### src/rtl/pwm_capture_pkg.sv
// PWM capture shared types and default sizing.
// Imported by the capture top and its edge detector.
package pwm_capture_pkg;

  localparam int DEF_COUNT_W     = 17;
  localparam int DEF_SYNC_STAGES = 2;
  localparam int DEF_TIMEOUT     = 131071;

  typedef enum logic [1:0] {
    ARM,
    HIGH,
    LOW
  } cap_state_t;

endpackage

### src/rtl/pwm_capture_sync_edge_det.sv
// Synchronizer for the async PWM input plus one delay flop
// giving the synchronized level and its rise/fall pulses.
module pwm_capture_sync_edge_det #(
  parameter int STAGES = 2
) (
  input  logic clk,
  input  logic reset,
  input  logic din,
  output logic level,
  output logic rise,
  output logic fall
);

  logic [STAGES-1:0] syncQ;
  logic              levelD;

  always_ff @(posedge clk or posedge reset) begin
    if (reset) begin
      syncQ  <= '0;
      levelD <= 1'b0;
    end else begin
      syncQ  <= {syncQ[STAGES-2:0], din};
      levelD <= syncQ[STAGES-1];
    end
  end

  assign level = syncQ[STAGES-1];
  assign rise  = level & ~levelD;
  assign fall  = ~level & levelD;

endmodule

### src/rtl/pwm_capture.sv
// PWM capture: reports high time and rise-to-rise period in clk
// cycles, with a timeout report for flat or missing input.
module pwm_capture
  import pwm_capture_pkg::*;
#(
  parameter int COUNT_W     = DEF_COUNT_W,
  parameter int SYNC_STAGES = DEF_SYNC_STAGES,
  parameter int TIMEOUT     = DEF_TIMEOUT
) (
  input  logic               clk,
  input  logic               reset,
  input  logic               enable,
  input  logic               pwm_in,
  output logic [COUNT_W-1:0] duty_cnt,
  output logic [COUNT_W-1:0] period_cnt,
  output logic               meas_valid,
  output logic               timeout,
  output logic               pwm_level
);

  localparam logic [COUNT_W-1:0] TMAX = COUNT_W'(TIMEOUT);
  localparam logic [COUNT_W-1:0] ONE  = COUNT_W'(1);

  cap_state_t         state;
  logic [COUNT_W-1:0] hiCnt;
  logic [COUNT_W-1:0] perCnt;
  logic [COUNT_W-1:0] idleCnt;
  logic               level;
  logic               rise;
  logic               fall;

  function automatic logic [COUNT_W-1:0] satInc(
    input logic [COUNT_W-1:0] v
  );
    return (v == '1) ? v : v + ONE;
  endfunction

  pwm_capture_sync_edge_det #(
    .STAGES(SYNC_STAGES)
  ) uSync (
    .clk  (clk),
    .reset(reset),
    .din  (pwm_in),
    .level(level),
    .rise (rise),
    .fall (fall)
  );

  assign pwm_level = level;

  // Edges outrank the timeout test, so P == TIMEOUT is a normal report.
  always_ff @(posedge clk or posedge reset) begin
    if (reset) begin
      state      <= ARM;
      hiCnt      <= '0;
      perCnt     <= '0;
      idleCnt    <= '0;
      duty_cnt   <= '0;
      period_cnt <= '0;
      meas_valid <= 1'b0;
      timeout    <= 1'b0;
    end else begin
      meas_valid <= 1'b0;
      if (!enable) begin
        state   <= ARM;
        hiCnt   <= '0;
        perCnt  <= '0;
        idleCnt <= '0;
      end else begin
        unique case (state)
          ARM: begin
            if (rise) begin
              state   <= HIGH;
              hiCnt   <= ONE;
              perCnt  <= ONE;
              idleCnt <= '0;
            end else if (idleCnt == TMAX) begin
              duty_cnt   <= level ? TMAX : '0;
              period_cnt <= TMAX;
              timeout    <= 1'b1;
              meas_valid <= 1'b1;
              idleCnt    <= '0;
            end else begin
              idleCnt <= satInc(idleCnt);
            end
          end
          HIGH: begin
            if (fall) begin
              state  <= LOW;
              perCnt <= satInc(perCnt);
            end else if (perCnt == TMAX) begin
              duty_cnt   <= TMAX;
              period_cnt <= TMAX;
              timeout    <= 1'b1;
              meas_valid <= 1'b1;
              state      <= ARM;
              hiCnt      <= '0;
              perCnt     <= '0;
              idleCnt    <= '0;
            end else begin
              hiCnt  <= satInc(hiCnt);
              perCnt <= satInc(perCnt);
            end
          end
          LOW: begin
            if (rise) begin
              duty_cnt   <= hiCnt;
              period_cnt <= perCnt;
              timeout    <= 1'b0;
              meas_valid <= 1'b1;
              state      <= HIGH;
              hiCnt      <= ONE;
              perCnt     <= ONE;
            end else if (perCnt == TMAX) begin
              duty_cnt   <= '0;
              period_cnt <= TMAX;
              timeout    <= 1'b1;
              meas_valid <= 1'b1;
              state      <= ARM;
              hiCnt      <= '0;
              perCnt     <= '0;
              idleCnt    <= '0;
            end else begin
              perCnt <= satInc(perCnt);
            end
          end
          default: begin
            state <= ARM;
          end
        endcase
      end
    end
  end

endmodule

### config.mk
export PLATFORM = sky130hd
export DESIGN_NAME = pwm_capture
export DESIGN_NICKNAME = d
export VERILOG_FILES = /design/src/rtl/pwm_capture_pkg.sv /design/src/rtl/pwm_capture_sync_edge_det.sv /design/src/rtl/pwm_capture.sv
export SDC_FILE = /design/constraint.sdc
export NUM_CORES = 1
export LEC_CHECK = 0
export CAP_MARGIN = 40
export CELL_PAD_IN_SITES_DETAIL_PLACEMENT = 0
export CELL_PAD_IN_SITES_GLOBAL_PLACEMENT = 1
export CORE_ASPECT_RATIO = 0.7
export CORE_MARGIN = 5
export CORE_UTILIZATION = 30
export CTS_CLUSTER_SIZE = 25
export DETAILED_ROUTE_END_ITERATION = 10
export GPL_TIMING_DRIVEN = 1
export PLACE_DENSITY_LB_ADDON = 0.1
export SYNTH_ARGS = -nofsm -noshare
export SYNTH_HDL_FRONTEND = slang
export SYNTH_SLANG_ARGS = --single-unit
### constraint.sdc
create_clock -name clk -period 2.75 [get_ports clk]
set_input_delay 0.55 -clock clk [delete_from_list [all_inputs] [get_ports clk]]
set_output_delay 0.55 -clock clk [all_outputs]
set_load 0.01 [all_outputs]
**Yosys cells after proc, flatten, opt, wreduce, memory -nomap -nowiden**

Index checks and enable logic that the tools add are counted.

- Bits in registers: 92
- Bits in latches: 0
- RAM bits: 0
- ROM bits: 0
- Input port bits: 4
- Output and inout bits: 37
- Logic and storage cells: 94
- Memories: 0

- $add $sub $neg: 3
- $mul: 0
- Div/mod/pow operators: 0
- $lt $le $gt $ge: 0
- Equality and inequality tests: 17
- Shift operators: 0
- Mux-type cells: 53
- Bitwise logic cells: 4
- Reductions and logical operators: 7

Operators by type and width:

| cell | count |
|---|---|
| $mux W17 | 29 |
| $pmux W17 S3 | 5 |
| $add A17 B1 Y17 const B | 3 |
| $eq A17 B17 Y1 const B | 3 |
| $ne A3 B3 Y1 const B | 4 |
| $ne A4 B4 Y1 const B | 3 |
| $mux W1 | 11 |
| $mux W2 | 5 |
| $reduce_and A5 Y1 | 2 |
| $ne A2 B2 Y1 const B | 4 |
| $reduce_and A7 Y1 | 1 |
| $pmux W1 S3 | 2 |
| $pmux W2 S3 | 1 |
| $reduce_and A3 Y1 | 2 |
| $ne A4 B1 Y1 const B | 1 |
| $reduce_bool A3 Y1 | 1 |
| $and A1 B1 Y1 | 2 |
| $eq A2 B1 Y1 const B | 1 |
| $eq A2 B2 Y1 const B | 1 |
| $logic_not A2 Y1 | 1 |
| $not A1 Y1 | 2 |

**Depth between registers and ports, before layout**

Gate-level depths: netlist (run 1).

- Depth after elaboration: 6
- Gate-level depth with buffers: 11
- Gate-level depth less buffers: 9

**By module**

A second synthesis (run 1) with hierarchy kept.

- Cell total of the unflattened synthesis: 498
- Area, all modules: 4613.2 um^2

Modules (own cells, without submodules):

| module | times used | cells each | area an instance (um^2) | sequential area each (um^2) |
|---|---|---|---|---|
| pwm_capture | 1 | 492 | 4519.3 | 2227.1 |
| pwm_capture_sync_edge_det | 1 | 6 | 93.8 | 75.1 |

**Least setup slack after synthesis (run 1)**

No wires, ideal clock.

- Path type: flip-flop to flip-flop
- Start point: register perCnt[3]
- End point: register duty_cnt[10]
- Setup time: 0.125 ns
- Arrival time: 2.496 ns
- Required time: 2.625 ns
- Setup slack: 0.129 ns
- Cell stages (with the launch flop): 11
- Buffers on the path: 1
- Clock period less this slack: 2.621 ns
- Cell sequence: dfrtp_1 -> and4_1 -> nand3_1 -> nor3_1 -> ha_1 -> nor2b_1 -> nor2_1 -> o22ai_1 -> nor3_2 -> buf_4 -> mux2_2

- Longest elaborated chain between the ends: 3
- Elaborated cells on any way between the ends: 4
- Those cells by class: eq/ne (3); reduce/logical (1)

RTL lines:

| item | line | text |
|---|---|---|
| from (decl) | pwm_capture.sv:26 | `logic [COUNT_W-1:0] perCnt;` |
| from (signal assigned) | pwm_capture.sv:90 | `perCnt <= satInc(perCnt);` |
| from (signal assigned) | pwm_capture.sv:102 | `perCnt <= satInc(perCnt);` |
| from (signal assigned) | pwm_capture.sv:124 | `perCnt <= satInc(perCnt);` |
| $eq A17 B17 Y1 * | pwm_capture.sv:91, pwm_capture.sv:114 |  |
| $ne A3 B3 Y1 (no source line) / $ne A2 B2 Y1 (equally long branches) | n/a |  |
| $reduce_and A7 Y1 (no source line) * | n/a |  |
| to (signal assigned) | pwm_capture.sv:78 | `duty_cnt <= level ? TMAX : '0;` |
| to (signal assigned) | pwm_capture.sv:107 | `duty_cnt <= hiCnt;` |
| to (decl) | pwm_capture.sv:14 | `output logic [COUNT_W-1:0] duty_cnt,` |

Every way passes the cells marked *; elsewhere a longest branch is shown, timed or not.
A chain may end at the register's enable or synchronous reset.

**Worst setup path in the final report (run 1)**

- Start point: register perCnt[4]
- End point: register perCnt[5]

- Longest elaborated chain between the ends: 5
- Elaborated cells on any way between the ends: 10
- Those cells by class: add/sub (1); eq/ne (2); mux (6); reduce/logical (1)

RTL lines:

| item | line | text |
|---|---|---|
| $add A17 B1 Y17 / $eq A17 B17 Y1 (equally long branches) | pwm_capture.sv:35, pwm_capture.sv:91, pwm_capture.sv:114 |  |
| $mux W17 (on tied branches) | pwm_capture.sv:91, pwm_capture.sv:114, pwm_capture.sv:35 |  |
| $mux W17 (on tied branches) | pwm_capture.sv:106, pwm_capture.sv:88 |  |
| $pmux W17 S3 | pwm_capture.sv:70 | `unique case (state)` |
| $mux W17 | pwm_capture.sv:64 | `if (!enable) begin` |

Several ways; a longest one is shown, not always the timed one. The select of a mux whose other input is x is not followed.

==> results.json, run 1 <==
{
  "cts_num_sinks": 92,
  "layout_min_cycle_time_ps": 2520,
  "clk_transition_reported_paths_ps": 70,
  "yosys.area.top_type_share_pct": 46.3,
  "outcome": "finished, final reports clean",
  "detailedPlacementHpwl_um": 9610,
  "ys_top_cells_by_area": "sky130_fd_sc_hd__dfrtp_1, sky130_fd_sc_hd__nand2_1, sky130_fd_sc_hd__a21oi_1",
  "die_x_um": 164,
  "maxSlewViolCount": 0,
  "synth_cell_types": 53,
  "synth_common_cells": "sky130_fd_sc_hd__dfrtp_1, sky130_fd_sc_hd__nand2_1, sky130_fd_sc_hd__a21oi_1",
  "max-vdd-ir-drop_uv": 303,
  "ys_dominant_reg_cell": "sky130_fd_sc_hd__dfrtp_1",
  "critical_path_class": "reg2reg",
  "leakagePower_nw": 2.40,
  "crit_path_max_incr_delay_ps": 450,
  "final-setup-viol-count": 0,
  "syn-mean-instance-area_um2": 9.10,
  "number_of_nets_at_the_end_of_the_flow": 616,
  "critPathMaxFanout": 8,
  "diodes": 0,
  "synth-async-reset-ratio_pct": 100,
  "cp_top_family": "simple AND/OR/NAND/NOR gates",
  "timing.critical_path.slowest_stage_cell": "sky130_fd_sc_hd__o41a_1",
  "yosysMostFrequentCell": "sky130_fd_sc_hd__dfrtp_1",
  "drtPass1Iterations": 4,
  "iteration_0_drc_markers": 268,
  "grt_pass1_wl_um": 23300,
  "synth-edff-count": 0,
  "combinationalPowerShare_pct": 24.0,
  "ys_seq_elements": 92,
  "power_density_nw_per_um2": 624,
  "switchingPower_mw": 1.10,
  "core_area_um2": 16300,
  "critical_path_buf_inv_count": 1,
  "setup.worst_path.end_class": "flip-flop",
  "clock-root-buffer": "sky130_fd_sc_hd__clkbuf_16",
  "overall_global_routing_resource_usage_pct": 15.0,
  "mapped_cell_area_um2": 4970,
  "route.detailed.drc": 0,
  "drive_above_1_share_pct": 13.7,
  "filler_cell_count": 1699,
  "tritoncts": "done",
  "wirelength_per_cell_um": 16.5,
  "swShare_pct": 28.7,
  "p_int_mw": 2.72,
  "worst_slew_margin_rel_pct": 70.0,
  "kind_of_start_point_of_the_critical_path": "flip-flop",
  "max_clock_freq_ghz": 0.396,
  "post_detailed_route_count_of_antenna_violating_nets": 0,
  "pin_count": 41,
  "buffer_ports.inserted": 40,
  "tightestPinTransition_ps": 444,
  "htree_levels": 3,
  "final.setup.tns_ps": 0,
  "syn_to_final_growth_pct": 23.2,
  "grt_max_degree": 28,
  "place_ws_ps": 150,
  "seqPwrFrac_pct": 43.6,
  "synth.yosys.seq_area_share_pct": 46.3,
  "critical_path_required_ps": 2990,
  "cp_data_arrival_time_ps": 2760,
  "die-area_um2": 19300,
  "grt_setup_unrepaired": "no",
  "grt_pass1_vias": 4271,
  "cell_taking_the_most_area_after_synthesis": "sky130_fd_sc_hd__dfrtp_1",
  "cts_inserted_buffers": 9,
  "fp.dieH_um": 118,
  "clk_latency_ps": 350,
  "mappedNetlistNets": 561,
  "vias": 4232,
  "total_power_mw": 3.82,
  "critical_path.cell_chain": "and4_1, nand3_1, nor3_2, ha_1, and4b_4, o41a_1, buf_4, nor3_1, xnor2_1, nor2_1",
  "postRouteWirelength_um": 13700,
  "synth_warnings": 0,
  "timing.final.ws_setup_ps": 228,
  "clock-skew-final_ps": 12.2,
  "hold_viol": 0,
  "cap_violations": 0,
  "num_rows": 39,
  "avgViaCountPerCell": 5.09,
  "cts.hold.buffers_added": 0,
  "worstHoldPathType": "reg2reg",
  "syn_inst": 546,
  "finalWeightedCongestion": 0.823,
  "post-route-period-util_pct": 91.7,
  "antenna_found_initial": 0,
  "clock_power_share_pct": 32.4,
  "initial_core_util_pct": 30.5,
  "globalRouteOverflowTotal": 0,
  "worst_case_clock_buffer_depth": 2
}
==> metal layers <==
metal  GRT usage [%]  vias up  wire length (µm)
li1                -     2075                 -
met1            23.0     2051              7400
met2            20.6       88              5530
met3            3.71       18               569
met4            4.14        0               242
met5               0        -                 0
==> per-stage QoR <==
step	hold slack [ps]	std cells	instance area, µm²	utilization (%)
floorplan	331	546	4970	-
global placement	344	815	5820	35.7
detailed placement	343	815	5820	35.7
CTS	357	831	6110	37.5
global route	362	831	6120	37.6
finish	355	831	6120	37.6
==> registers in the layout, summed over array words and instances, names as in the netlist <==
| name | count |
|---|---|
| uSync.syncQ | 2 |
| period_cnt | 17 |
| hiCnt | 17 |
| perCnt | 17 |
| state | 2 |
| timeout | 1 |
| duty_cnt | 17 |
| uSync.levelD | 1 |
| meas_valid | 1 |
| idleCnt | 17 |
==> path summary, 6_finish.rpt <==
check                                     from  slack, ps              to  cells after the start
worst max register to register       perCnt[4]        230       perCnt[5]                     10
max in group asynchronous                reset       1540       perCnt[2]                      3
worst max-delay path                 perCnt[4]        230       perCnt[5]                     10
worst min register to register  uSync.syncQ[0]        360  uSync.syncQ[1]                      0
worst min-delay path            uSync.syncQ[0]        360  uSync.syncQ[1]                      0
min in group asynchronous                reset        540        hiCnt[3]                      2
==> cell families (layout without fill, tap and decap cells) <==
family,Yosys count,count (layout),share of synthesized area (%)
XOR/XNOR,21,21,3.70
AO/OA/AOI/OAI,137,137,16.4
AND/OR/NAND/NOR,224,224,23.0
adder cells (fa/ha/maj),11,11,2.77
buffers and inverters,44,104,3.90
multiplexers,17,17,3.85
flip-flops,92,92,46.3
==> cells in the final DEF, fill, tap and decap left out, drive strengths merged, types with 3 or more instances in the layout <==
cell type      count
dfrtp             92
nand2             68
a21oi             47
nor2              42
clkdlybuf4s50     40
buf               39
o21ai             37
nand3             30
a31oi             21
mux2              17
xnor2             15
nand4             13
nor3              13
o31ai             12
clkbuf            12
ha                11
nor2b             10
inv                8
and2               7
xor2               6
and4               6
nor4               6
and3               6
nand2b             5
nand3b             4
clkinv             4
or3                3
a41oi              3
nor3b              3
==> cell type report <==
type                       instances  area, µm²  share of cell area (%)
inverter                           9       37.5                   0.613
tap                              225        282                    4.60
clock inverter                     4       31.3                   0.511
multi-input combinational        410       2480                    40.5
clock buffer                      12        256                    4.19
timing repair buffer              79        731                    11.9
sequential                        92       2300                    37.6
==> power groups by stage <==
| stage | Sequential [mW] | Clock [mW] | Combinational (mW) |
|---|---|---|---|
| after floorplan | 1.76 | 0 | 0.339 |
| after global placement | 1.69 | 0 | 0.926 |
| after detailed placement | 1.69 | 0 | 0.924 |
| after CTS | 1.67 | 1.27 | 0.932 |
| after global routing | 1.70 | 1.32 | 1.01 |
| final | 1.67 | 1.24 | 0.917 |
==> repair_timing <==
action / CTS / global route
gates resized for setup: 0 / 4
endpoints found under the setup margin: 0 / 47
endpoints found under the hold margin: 0 / 0
buffers inserted: 0 / 0
Power figures use the tool's default switching activity.
==> inputs of run 2 (changes only) <==
- clock period: 2.75 -> 2.7 ns (I/O delays scaled with it)
==> run 2 against run 1 <==
Compared with the run above: fmax about the same; global-route usage fell by 0.21 points; register-to-register slack got worse by 50 ps; via count is 0.71% higher; hold slack gained 5.7 ps; clock skew increased by 5.7 ps; critical path type unchanged; largest cell class unchanged; largest power group unchanged.
==> results.json, run 2 (synthesized netlist as in run 1, its figures left out) <==
{
  "die-area_um2": 19300,
  "worstHoldPathType": "reg2reg",
  "initial_core_util_pct": 30.5,
  "diodes": 0,
  "combinationalPowerShare_pct": 23.4,
  "grt_setup_unrepaired": "no",
  "die_x_um": 164,
  "route.detailed.drc": 0,
  "final.hold.worst_slack_ps": 361,
  "crit_path_max_incr_delay_ps": 510,
  "vias": 4262,
  "maxSlewViolCount": 0,
  "num_rows": 39,
  "post_detailed_route_count_of_antenna_violating_nets": 0,
  "max_clock_freq_ghz": 0.396,
  "worst_slew_margin_rel_pct": 70.0,
  "final.setup.tns_ps": 0,
  "drive_above_1_share_pct": 15.1,
  "syn_to_final_growth_pct": 24.8,
  "clock_power_share_pct": 34.0,
  "critPathMaxFanout": 8,
  "cts_setup_buffers": 0,
  "kind_of_start_point_of_the_critical_path": "flip-flop",
  "postRouteWirelength_um": 13700,
  "cp_data_arrival_time_ps": 2770,
  "finalWeightedCongestion": 0.847,
  "cap_violations": 0,
  "number_of_nets_at_the_end_of_the_flow": 621,
  "grt_max_degree": 66,
  "switchingPower_mw": 1.16,
  "grt_pass1_wl_um": 23000,
  "htree_levels": 3,
  "clk_transition_reported_paths_ps": 80,
  "critical_path.cell_chain": "and4_1, nand3_1, nor3_2, ha_1, and4b_4, o41a_1, buf_4, nor3_1, xnor2_1, nor2_1",
  "outcome": "finished, final reports clean",
  "seqPwrFrac_pct": 42.6,
  "utilization_pct": 38.0,
  "leakagePower_nw": 2.43,
  "pin_count": 41,
  "clock-root-buffer": "sky130_fd_sc_hd__clkbuf_16",
  "clk_latency_ps": 360,
  "detailedPlacementHpwl_um": 9580,
  "overall_global_routing_resource_usage_pct": 14.8,
  "drtPass1Iterations": 4,
  "cts_inserted_buffers": 9,
  "cts_num_sinks": 92,
  "final_common_cell": "sky130_fd_sc_hd__dfrtp_1",
  "timing.critical_path.slowest_stage_cell": "sky130_fd_sc_hd__o41a_1",
  "p_int_mw": 2.83,
  "fp.dieH_um": 118,
  "final-setup-viol-count": 0,
  "critical_path_class": "reg2reg",
  "wirelength_per_cell_um": 16.4,
  "buffer_ports.inserted": 40,
  "core_area_um2": 16300,
  "swShare_pct": 29.0,
  "iteration_0_drc_markers": 266,
  "tritoncts": "done",
  "post-route-period-util_pct": 93.5,
  "power_density_nw_per_um2": 644,
  "worst_case_clock_buffer_depth": 2,
  "globalRouteOverflowTotal": 0,
  "layout_min_cycle_time_ps": 2520,
  "grt_pass1_vias": 4263,
  "critical_path_required_ps": 2950,
  "setup.worst_path.end_class": "flip-flop",
  "filler_cell_count": 1666,
  "hold_viol": 0,
  "clock-skew-final_ps": 17.9,
  "final_cell_mix": "sky130_fd_sc_hd__dfrtp_1, sky130_fd_sc_hd__nand2_1, sky130_fd_sc_hd__a21oi_1",
  "antenna_found_initial": 0,
  "avgViaCountPerCell": 5.10,
  "max-vdd-ir-drop_uv": 278,
  "tightestPinTransition_ps": 450
}
run 2: worst paths after layout:
path / start / to / slack, ps / depth (start not counted)
min reg2reg: uSync.syncQ[0] / uSync.syncQ[1] / 360 / 0
min in group asynchronous: reset / idleCnt[3] / 620 / 3
min: uSync.syncQ[0] / uSync.syncQ[1] / 360 / 0
max in group asynchronous: reset / hiCnt[0] / 1750 / 3
max reg2reg: perCnt[5] / perCnt[9] / 180 / 10
max: perCnt[5] / perCnt[9] / 180 / 10
run 2: per-stage QoR:
step / worst slack, ps / power (mW) / instance area [µm²] / instances
final: 177 / 3.99 / 6200 / 836
after global routing: 1.41 / 4.22 / 6200 / 836
after CTS: 33.9 / 4.07 / 6180 / 836
after detailed placement: 9.11 / 2.67 / 5850 / 820
after global placement: 109 / 2.66 / 5850 / 820
after floorplan: 78.9 / 2.14 / 4970 / 546
run 2: cell type report:
| cell class | count | area, µm² | area share, % |
|---|---|---|---|
| sequential | 92 | 2300 | 37.1 |
| clock inverter | 7 | 92.6 | 1.49 |
| timing repair buffer | 84 | 756 | 12.2 |
| inverter | 9 | 37.5 | 0.605 |
| clock buffer | 9 | 225 | 3.63 |
| multi-input combinational | 410 | 2510 | 40.4 |
| tap | 225 | 282 | 4.54 |
run 2: critical path: cells and delay by family, from the launching register on:
family | cells | cell delay, ps
simple gates | 6 | 930
compound gates | 1 | 510
fa+ha+maj | 1 | 200
xor+xnor | 1 | 150
buf+inv | 1 | 220
flops | 1 | 400
run 2: power by group through the flow:
stage	logic [mW]	clock network, mW	registers (mW)
finish	0.934	1.36	1.70
global placement	0.943	0	1.72
CTS	0.950	1.41	1.71
global route	1.03	1.46	1.73
floorplan	0.346	0	1.79
detailed placement	0.939	0	1.73
run 2: what timing repair did:
action | in CTS | in global routing
pin swaps | 0 | 1
gates resized for setup | 1 | 7
hold buffers | 0 | 0
setup endpoints to repair | 1 | 49
run 2: per-layer routing:
layer,GRT usage (%),wire length [µm],up-vias
met2,20.8,5700,70
met4,3.30,136,0
met1,22.7,7390,2093
li1,-,-,2087
met3,3.61,467,12
met5,0,0,-
==> inputs of run 3 (changes only) <==
- CAP_MARGIN: 40 -> 0
==> results of run 3 <==
Final layout, timing and power as in run 2 (identical DEF).
